$ cat src/rtl/key_pkg.sv
// rtl/key_pkg.sv - shared state encoding and helpers for the key debouncer
package key_pkg;

  localparam logic [1:0] S_IDLE         = 2'd0;
  localparam logic [1:0] S_PRESS_WAIT   = 2'd1;
  localparam logic [1:0] S_PRESSED      = 2'd2;
  localparam logic [1:0] S_RELEASE_WAIT = 2'd3;

  typedef enum logic [1:0] {
    IDLE         = S_IDLE,
    PRESS_WAIT   = S_PRESS_WAIT,
    PRESSED      = S_PRESSED,
    RELEASE_WAIT = S_RELEASE_WAIT
  } key_state_e;

  // Raw pin level that means "not pressed" for the given polarity.
  function automatic logic inactive_level(input bit active_low);
    return active_low ? 1'b1 : 1'b0;
  endfunction

endpackage

$ cat src/rtl/sync_2ff.sv
// rtl/sync_2ff.sv - two-flop synchroniser for a single asynchronous bit
module sync_2ff #(
  parameter logic RST_VAL = 1'b0
) (
  input  logic clk,
  input  logic rst,
  input  logic d,
  output logic q
);

  logic meta;

  always_ff @(posedge clk) begin
    if (rst) begin
      meta <= RST_VAL;
      q    <= RST_VAL;
    end else begin
      meta <= d;
      q    <= meta;
    end
  end

endmodule

$ cat src/rtl/key_debounce.sv
// rtl/key_debounce.sv - push-button debouncer with press/release/long-press pulses
module key_debounce
  import key_pkg::*;
#(
  parameter int CNT_MAX        = 1_000_000,
  parameter int LONG_MAX       = 50_000_000,
  parameter bit KEY_ACTIVE_LOW = 1'b1
) (
  input  logic sys_clk,
  input  logic sys_rst,
  input  logic key_in,
  output logic key_level,
  output logic key_press,
  output logic key_release,
  output logic key_long
);

  localparam int CW = $clog2(LONG_MAX + 1);
  localparam logic [CW-1:0] CNT_LAST  = CW'(CNT_MAX - 1);
  localparam logic [CW-1:0] LONG_LAST = CW'(LONG_MAX - 1);
  localparam logic [CW-1:0] LONG_TOP  = CW'(LONG_MAX);

  logic          key_sync;
  logic          key_act;
  key_state_e    state, state_nxt;
  logic [CW-1:0] cnt, cnt_nxt;
  logic          level_nxt, press_nxt, release_nxt, long_nxt;

  sync_2ff #(
    .RST_VAL(inactive_level(KEY_ACTIVE_LOW))
  ) u_sync (
    .clk(sys_clk),
    .rst(sys_rst),
    .d  (key_in),
    .q  (key_sync)
  );

  assign key_act = KEY_ACTIVE_LOW ? ~key_sync : key_sync;

  always_ff @(posedge sys_clk) begin
    if (sys_rst) begin
      state       <= IDLE;
      cnt         <= '0;
      key_level   <= 1'b0;
      key_press   <= 1'b0;
      key_release <= 1'b0;
      key_long    <= 1'b0;
    end else begin
      state       <= state_nxt;
      cnt         <= cnt_nxt;
      key_level   <= level_nxt;
      key_press   <= press_nxt;
      key_release <= release_nxt;
      key_long    <= long_nxt;
    end
  end

  always_comb begin
    state_nxt   = state;
    cnt_nxt     = cnt;
    level_nxt   = key_level;
    press_nxt   = 1'b0;
    release_nxt = 1'b0;
    long_nxt    = 1'b0;
    case (state)
      IDLE: begin
        if (key_act) begin
          state_nxt = PRESS_WAIT;
          cnt_nxt   = '0;
        end
      end
      PRESS_WAIT: begin
        if (!key_act) begin
          state_nxt = IDLE;
          cnt_nxt   = '0;
        end else if (cnt == CNT_LAST) begin
          state_nxt = PRESSED;
          cnt_nxt   = '0;
          press_nxt = 1'b1;
          level_nxt = 1'b1;
        end else begin
          cnt_nxt = cnt + 1'b1;
        end
      end
      PRESSED: begin
        // Saturating at LONG_TOP keeps key_long to one pulse per continuous hold.
        if (!key_act) begin
          state_nxt = RELEASE_WAIT;
          cnt_nxt   = '0;
        end else if (cnt != LONG_TOP) begin
          cnt_nxt  = cnt + 1'b1;
          long_nxt = (cnt == LONG_LAST);
        end
      end
      RELEASE_WAIT: begin
        if (key_act) begin
          state_nxt = PRESSED;
          cnt_nxt   = '0;
        end else if (cnt == CNT_LAST) begin
          state_nxt   = IDLE;
          cnt_nxt     = '0;
          release_nxt = 1'b1;
          level_nxt   = 1'b0;
        end else begin
          cnt_nxt = cnt + 1'b1;
        end
      end
      default: begin
        state_nxt = IDLE;
        cnt_nxt   = '0;
      end
    endcase
  end

endmodule

$ cat config.mk
export PLATFORM = sky130hd
export DESIGN_NAME = key_debounce
export DESIGN_NICKNAME = d
export VERILOG_FILES = /design/src/rtl/key_pkg.sv /design/src/rtl/sync_2ff.sv /design/src/rtl/key_debounce.sv
export SDC_FILE = /design/constraint.sdc
export NUM_CORES = 1
export LEC_CHECK = 0
export BUFFER_PORTS_ARGS = -buffer_cell sky130_fd_sc_hd__buf_2
export CORE_MARGIN = 4
export CORE_UTILIZATION = 55
export CTS_CLUSTER_DIAMETER = 150
export DETAILED_ROUTE_END_ITERATION = 12
export PLACE_DENSITY = 0.86
export REMOVE_ABC_BUFFERS = 1
export SKIP_LAST_GASP = 1
export SLEW_MARGIN = 5
export SYNTH_ARGS = -nofsm -noshare
export SYNTH_HDL_FRONTEND = slang
export SYNTH_HIERARCHICAL = 1
export SYNTH_SLANG_ARGS = --single-unit
$ cat constraint.sdc
create_clock -name sys_clk -period 1.7 [get_ports sys_clk]
set_input_delay 0.255 -clock sys_clk [delete_from_list [all_inputs] [get_ports sys_clk]]
set_output_delay 0.255 -clock sys_clk [all_outputs]
set_load 0.03 [all_outputs]
# Word-level counts from Yosys, hierarchy flattened
# Cells that the tools add are included.
dict set report op_classes {
  eq_ne 15
  n_bitwise 5
  add_sub_neg 1
  muxes 20
  n_reduce_logical 8
}
# cell count
set op_table {}
lappend op_table {{$mux 26} 6}
lappend op_table {{$pmux 26 s4} 1}
lappend op_table {{$add 26x1->26 const B} 1}
lappend op_table {{$eq 26x20->1 const B} 1}
lappend op_table {{$eq 26x26->1 const B} 1}
lappend op_table {{$ne 26x26->1 const B} 1}
lappend op_table {{$mux 2} 6}
lappend op_table {{$ne 2x2->1 const B} 4}
lappend op_table {{$pmux 2 s4} 1}
lappend op_table {{$ne 3x2->1 const B} 2}
lappend op_table {{$reduce_or 3->1} 2}
lappend op_table {{$mux 1} 5}
lappend op_table {{$not 1->1} 5}
lappend op_table {{$reduce_and 5->1} 1}
lappend op_table {{$eq 2x2->1 const B} 2}
lappend op_table {{$ne 2x1->1 const B} 2}
lappend op_table {{$reduce_and 4->1} 1}
lappend op_table {{$reduce_or 4->1} 1}
lappend op_table {{$ne 3x3->1 const B} 1}
lappend op_table {{$eq 2x1->1 const B} 1}
lappend op_table {{$logic_not 2->1} 1}
lappend op_table {{$pmux 1 s2} 1}
lappend op_table {{$reduce_and 2->1} 1}
lappend op_table {{$reduce_bool 2->1} 1}
dict set report word_totals {
  elab_cells 57
  reg_bits 34
  out_inout_bits 4
  in_bits 3
}

# Logic depth before layout (Yosys ltp)
# Gate-level depths: netlist of the first run.
dict set report depth {
  depth_word 4
  ltp_mapped 7
  mapped_depth_nobuf 7
}

# Modules after synthesis
# The synthesis of the first run kept the hierarchy.
# mod n_inst cells_each area_per_inst_um2 seq_area_each_um2
set by_module_without_submodules {}
lappend by_module_without_submodules {key_debounce 1 203 1803.0 640.6}
lappend by_module_without_submodules {sync_2ff 1 4 52.6 40.0}

# Worst setup path after synthesis of the first run
# Ideal clock, no wire load.
dict set report synth_timing {
  path_type {register to register}
  from {register cnt[10]}
  to {register cnt[2]}
  t_required_ps 1585
  path_stages_with_launch 7
  path_slack_ps -191
  n_path_buf 1
  t_arrival_ps 1777
  path_cell_list {dfxtp_1 -> or4b_4 -> nor4_4 -> nand3_2 -> a22oi_4 -> buf_6 -> nor2_1}
}
dict set report synth_between {
  elab_chain_cells 4
  elab_cells_between_ends 8
  classes_between {eq/ne (3); mux (4); reduce/logical (1)}
}
# item line_no
set synth_rtl {}
lappend synth_rtl {{from (decl)} key_debounce.sv:26} ;# logic [CW-1:0] cnt, cnt_nxt;
lappend synth_rtl {{from (signal assigned)} key_debounce.sv:50} ;# cnt <= cnt_nxt;
lappend synth_rtl {{$eq 26x20->1} {key_debounce.sv:76, key_debounce.sv:99}}
lappend synth_rtl {{$mux 26} {key_debounce.sv:76, key_debounce.sv:99}}
lappend synth_rtl {{$mux 26, on equally long branches} {key_debounce.sv:96, key_debounce.sv:73}}
lappend synth_rtl {{$pmux 26 s4} key_debounce.sv:65} ;# case (state)
# Several ways; a longest one is shown, not always the timed one.
# A chain may end at the register's enable or synchronous reset.

# Worst setup path in the final report of the first run
dict set report layout_timing {
  from {register cnt[11]}
  to {register cnt[15]}
}
dict set report layout_between {
  elab_chain_cells 4
  elab_cells_between_ends 11
  classes_between {add/sub (1); eq/ne (3); mux (6); reduce/logical (1)}
}
# item line_no
set layout_rtl {}
lappend layout_rtl {{$add 26x1->26 or $eq 26x20->1 (tied branches)} n/a}
lappend layout_rtl {{$mux 26, on equally long branches} {key_debounce.sv:76, key_debounce.sv:99, key_debounce.sv:90}}
lappend layout_rtl {{$mux 26, on equally long branches} {key_debounce.sv:96, key_debounce.sv:73, key_debounce.sv:87}}
lappend layout_rtl {{$pmux 26 s4} key_debounce.sv:65}
# Several ways; a longest one is shown, not always the timed one. The select of a mux whose other input is x is not followed.

==> reports/qor.yml, run 1 <==
cells_and_area:
  n_fill_cell: 197
  drive_above_1_share: 0.359
  stdcell_area_um2: 2400
  n_antenna_cell: 0
  area_delta_synth_final_pct: 29.5
  final_util: 0.768
  fin_nets: 266
critical_path:
  r2r-end: "cnt[15]"
  worst-setup-path-type: "reg2reg"
  r2r_slack_ps: -220
  endpoint_kind: "flop"
  arrival_ps: 2150
  crit_path_start: "cnt[11]"
  path_cells: "or4b_4 > nor4_4 > nand3_2 > a22oi_4 > buf_6 > a31oi_1"
  required_ps: 1920
  rr_worst_depth: 6
  crit_fanout: 12
  reg2reg_from: "cnt[11]"
  crit_path_max_incr_delay_ps: 570
  cp_slowest_cell: "or4b_4"
  start_kind: "flop"
detailed_routing:
  drc: 0
  avgRoutedWirePerCell_um: 17.5
  drt.antenna.violating_nets: 0
  wl_mm: 5.36
  dr.pass1.iters: 5
  dr_total_vias: 1850
  via_per_inst: 6.05
  drt_iter0_drc: 228
power:
  p_per_area_nw_per_um2: 569
  seqPwrFrac: 0.591
  clkPwrFrac: 0.348
  p_leak_nw: 0.902
  switching_share: 0.246
  switching_power_uw: 336
  p_int_mw: 1.03
  irDropWorstVdd_mv: 0.577
  combPwrFrac: 0.061
placement:
  place_ws_ps: -226
  dpl_cell_area_um2: 2220
  dpl.hpwl_mm: 3.27
  gp_congestion: 0.937
  port_buffers: 6
cts:
  insertion_delay_ps: 350
  clock-sinks: 34
  clk_pin_slew_ps: 100
  clk_path_buf_depth: 2
  cts_tree: "yes"
  numCtsBuffers: 5
  htreeDepth: 2
  cts_root_buf: "clkbuf_4"
timing:
  worst_pin_slew_ps: 471
  fin_crit_sh: 1.13
  fmax_mhz: 520
  post-route-min-period_ps: 1920
  fin_skew_ps: 7.88
  slew_viol_final: 0
  rsz0062_at_grt: "true"
  fin_ws_ps: -223
  setup_viol: 31
  hold_viol: 0
  relSlewSlack: 0.685
yosys:
  synth_area_um2: 1860
  synth.area.top_cells: "dfxtp_1 (37%), xor2_1 (6.1%), nor4_4 (4.6%), nor2_1 (4.5%), nand2_1 (3.6%)"
  ys_ff_latch: 34
  avgSynthCellArea_um2: 8.96
  ys.warnings.count: 6
  ys_async_sr_fraction: 0
  yosysMostFrequentCell: "dfxtp_1"
  synth_top_area_frac: 0.367
  synth_cell_types: 50
  synth_edf_count: 0
  netlist_instances: 207
  synth_top_area_cell: "dfxtp_1"
  ys_seq_area_frac: 0.367
  synth_top_cells_by_count: "dfxtp_1 (34), nor2_1 (22), nand2_1 (18)"
  synthFlopType: "dfxtp_1"
global_routing:
  grt_max_degree: 15
  groute.usage.overall: 0.255
  grt_pass1_vias: 1785
  antenna_found_initial: 0
  grt.overflow.total: 0
  grt_pass1_wl_mm: 8.42
run_status:
  status: "complete, but fails checks"
  violations: "setup timing"
floorplanning:
  dieHeight_um: 66.1
  die-area_um2: 4370
  rows: 20
  die_w_um: 66.1
  core_area_um2: 3130
  start_util: 0.593
  io_pins: 7
worst_hold_path:
  holdPathStages: 2
  worst_hold_path.endpoint: "u_sync/meta"
  hp-start: "key_in"
  holdCritPathClass: "in2reg"
job:
  maxCapViolCount: 0
registers in the layout, indices dropped and copies added, names as in the netlist, named ones only:
name and count:
state 1, key_release 1, key_level 1, cnt 26, key_long 1, u_sync/meta 1, key_press 1, u_sync/q 1
final cells by class:
cell class,instances,area [um^2],share of cell area
Clock buffer,7,55.1,0.0229
Clock inverter,1,5.00,0.00208
Inverter,7,26.3,0.0109
Multi-Input combinational cell,159,1170,0.487
Sequential cell,34,684,0.285
Tap cell,44,55.1,0.0229
Timing Repair Buffer,54,405,0.169
routing by layer:
layer	global-route usage	wire length [um]	part of all wire
met5	0	0	0
met4	0.124	225	0.042
met3	0.0629	333	0.062
met2	0.420	2730	0.51
met1	0.306	2070	0.39
critical path: cells and delay by family, from the launching register on:
kind | cells | cell delay [ps]
AO/OA/AOI/OAI | 2 | 290
buffers and inverters | 1 | 190
flip-flops | 1 | 340
AND/OR/NAND/NOR | 3 | 980
through the flow:
| stage | cells | setup TNS, ps | hold WS [ps] | power, mW |
|---|---|---|---|---|
| finish | 306 | -5440 | 134 | 1.37 |
| global route | 306 | -8290 | 105 | 1.41 |
| CTS | 307 | -3870 | 92.5 | 1.38 |
| detailed placement | 293 | -5310 | 409 | 0.902 |
| global placement | 293 | -4180 | 390 | 0.899 |
| floorplan | 199 | -7170 | 324 | 0.868 |
worst max path at each step:
stage                end  slack, ps  depth (start not counted)
2_1_floorplan    cnt[10]       -290                          5
3_3_place_gp      cnt[3]       -210                          6
3_5_place_dp      cnt[5]       -230                          6
4_1_cts        key_level       -150                          7
5_1_grt          cnt[15]       -310                          6
6_report         cnt[15]       -220                          6
power by group through the flow:
| stage | Clock [mW] | Combinational (mW) | Sequential, mW |
|---|---|---|---|
| 3_5_place_dp | 0 | 0.0755 | 0.826 |
| 5_1_grt | 0.510 | 0.0891 | 0.810 |
| 3_3_place_gp | 0 | 0.0741 | 0.825 |
| 4_1_cts | 0.476 | 0.0956 | 0.808 |
| 6_report | 0.475 | 0.0836 | 0.809 |
| 2_1_floorplan | 0 | 0.0323 | 0.835 |
cell usage in the layout (no fill, tap or decap), drive strengths merged, types with 5 or more instances in the layout:
cell type  count
nand3         12
nor4           9
nor2          23
o21ai          5
a211oi         6
xnor2          5
nand4         12
dfxtp         34
clkbuf         7
and4           5
inv            7
nand2         18
or3            6
buf           54
a21oi          8
xor2          13
timing repair:
item | CTS | global route
cloned | 2 | 0
buffers inserted | 4 | 1
pin swaps | 7 | 4
resized for setup | 15 | 10
hold buffers | 0 | 0
endpoints found under the hold margin | 0 | 0
setup endpoints to repair | 32 | 32
logic make-up after synthesis:
| group | count (synthesis) | synth area share |
|---|---|---|
| AOI/OAI and AO/OA | 28 | 0.100 |
| xor gates and xnor gates | 18 | 0.0850 |
| adders and majority gates | 2 | 0.0135 |
| buffers and inverters | 15 | 0.0506 |
| DFF | 34 | 0.367 |
| and+or+nand+nor | 110 | 0.384 |
Note: power is estimated with default switching activity, not from simulation.
==> run 2, diff against run 1 <==
--- a/config.mk
+++ b/config.mk
@@ -5,12 +5,12 @@
 export SDC_FILE = /design/constraint.sdc
 export NUM_CORES = 1
 export LEC_CHECK = 0
-export BUFFER_PORTS_ARGS = -buffer_cell sky130_fd_sc_hd__buf_2
 export CORE_MARGIN = 4
 export CORE_UTILIZATION = 55
 export CTS_CLUSTER_DIAMETER = 150
 export DETAILED_ROUTE_END_ITERATION = 12
-export PLACE_DENSITY = 0.86
+export DONT_BUFFER_PORTS = 1
+export PLACE_DENSITY = 0.84
 export REMOVE_ABC_BUFFERS = 1
 export SKIP_LAST_GASP = 1
 export SLEW_MARGIN = 5
==> reports/qor.yml, run 2 (synthesis results as in run 1) <==
critical_path:
  path_cells: "or4_4 > nor4_4 > nand3_2 > a22oi_4 > buf_4 > clkbuf_16 > a21oi_1"
  cp_slowest_cell: "or4_4"
  crit_path_max_incr_delay_ps: 550
  start_kind: "flop"
  arrival_ps: 2150
  endpoint_kind: "flop"
  worst-setup-path-type: "reg2reg"
  crit_fanout: 5
  required_ps: 1940
floorplanning:
  die-area_um2: 4370
  io_pins: 7
  dieHeight_um: 66.1
  core_area_um2: 3130
  die_w_um: 66.1
  rows: 20
  start_util: 0.593
timing:
  fin_crit_sh: 1.13
  fin_ws_ps: -216
  slew_viol_final: 0
  relSlewSlack: 0.697
  post-route-min-period_ps: 1920
  fmax_mhz: 522
  rsz0062_at_grt: "true"
  whs_ps: 25.4
  worst_pin_slew_ps: 454
  fin_skew_ps: 16.4
  setup_viol: 32
  hold_viol: 0
power:
  irDropWorstVdd_mv: 0.515
  p_leak_nw: 0.901
  p_per_area_nw_per_um2: 556
cells_and_area:
  final_common_cell: "buf_4"
  drive_above_1_share: 0.338
  largest_register_ffs: 26
  stdcell_area_um2: 2440
  n_antenna_cell: 0
  top_register: "cnt"
  final_cell_mix: "buf_4 (44), dfxtp_1 (32), nor2_1 (19)"
  area_delta_synth_final_pct: 31.8
  fin_nets: 265
cts:
  insertion_delay_ps: 350
  clk_pin_slew_ps: 110
  clk_path_buf_depth: 2
  numCtsBuffers: 5
  cts_root_buf: "clkbuf_4"
  cts_tree: "yes"
  htreeDepth: 2
  clock-sinks: 34
worst_hold_path:
  holdCritPathClass: "in2reg"
placement:
  dpl.hpwl_mm: 3.14
  dpl_cell_area_um2: 2180
  gp_congestion: 0.894
  port_buffers: 0
global_routing:
  grt_pass1_wl_mm: 7.94
  grt_max_degree: 13
  grt_pass1_vias: 1772
  grt.overflow.total: 0
  antenna_found_initial: 0
  groute.usage.overall: 0.240
detailed_routing:
  drt.antenna.violating_nets: 0
  dr.pass1.iters: 4
  dr_total_vias: 1807
  via_per_inst: 5.94
  drt_iter0_drc: 181
  drc: 0
  avgRoutedWirePerCell_um: 18.1
  wl_mm: 5.49
run_status:
  violations: "setup timing"
  status: "complete, but fails checks"
job:
  maxCapViolCount: 0
-- run 2: changes by cell type in the layout (fill, tap and decap cells not counted), moves of 2 or more --
cell           change
a31oi_1            -2
buf_2              -6
dlygate4sd3_1      +3
nor4_1             +2
-- run 2: timing repair --
action / 4_1_cts / 5_1_grt
pin swaps: 9 / 3
gates resized for setup: 8 / 17
hold buffers: 1 / 2
hold endpoints to repair: 8 / 2
setup endpoints to repair: 31 / 32
setup buffers: 4 / 2
gates cloned: 1 / 2
-- run 2: critical path: cells and delay by family, from the launching register on --
family	cells	cell delay (ps)
buffers and inverters	2	280
and+or+nand+nor	3	970
AOI/OAI and AO/OA	2	210
DFF	1	330
-- run 2: metal layers --
| layer | vias to the layer above | part of all wire | global-route usage |
|---|---|---|---|
| met2 | 75 | 0.52 | 0.404 |
| li1 | 859 | - | - |
| met1 | 850 | 0.38 | 0.290 |
| met4 | 0 | 0.033 | 0.0685 |
| met3 | 23 | 0.064 | 0.0765 |
| met5 | - | 0 | 0 |
-- run 2: path summary, 6_finish.rpt --
check,start,end,slack [ps],cells after the start
setup / recovery,cnt[23],cnt[17],-220,7
hold reg to reg,u_sync/meta,u_sync/q,480,1
hold / removal,sys_rst,key_level,30,1
setup reg to reg,cnt[23],cnt[17],-220,7
-- run 2: layout make-up --
class | count | area, um^2
Clock buffer | 7 | 45.0
Fill cell | 202 | 683
Inverter | 7 | 26.3
Multi-Input combinational cell | 159 | 1180
Sequential cell | 34 | 683
Tap cell | 44 | 55.1
Timing Repair Buffer | 53 | 454
-- run 2: where the power goes --
part	switching (mW)	internal [mW]	leakage, nW
Combinational	0.0553	0.0546	0.600
Sequential	0.0167	0.803	0.275
Clock	0.274	0.156	0.0254
-- run 2: metrics by stage --
stage / util / setup slack (ps) / setup TNS, ps / power [mW] / cells
3_3_place_gp: 0.696 / -177 / -3880 / 0.891 / 286
4_1_cts: 0.742 / -146 / -3660 / 1.32 / 299
3_5_place_dp: 0.696 / -222 / -5090 / 0.894 / 286
5_1_grt: 0.782 / -291 / -7470 / 1.41 / 304
6_report: 0.782 / -216 / -5500 / 1.36 / 304
2_1_floorplan: - / -289 / -7170 / 0.868 / 199
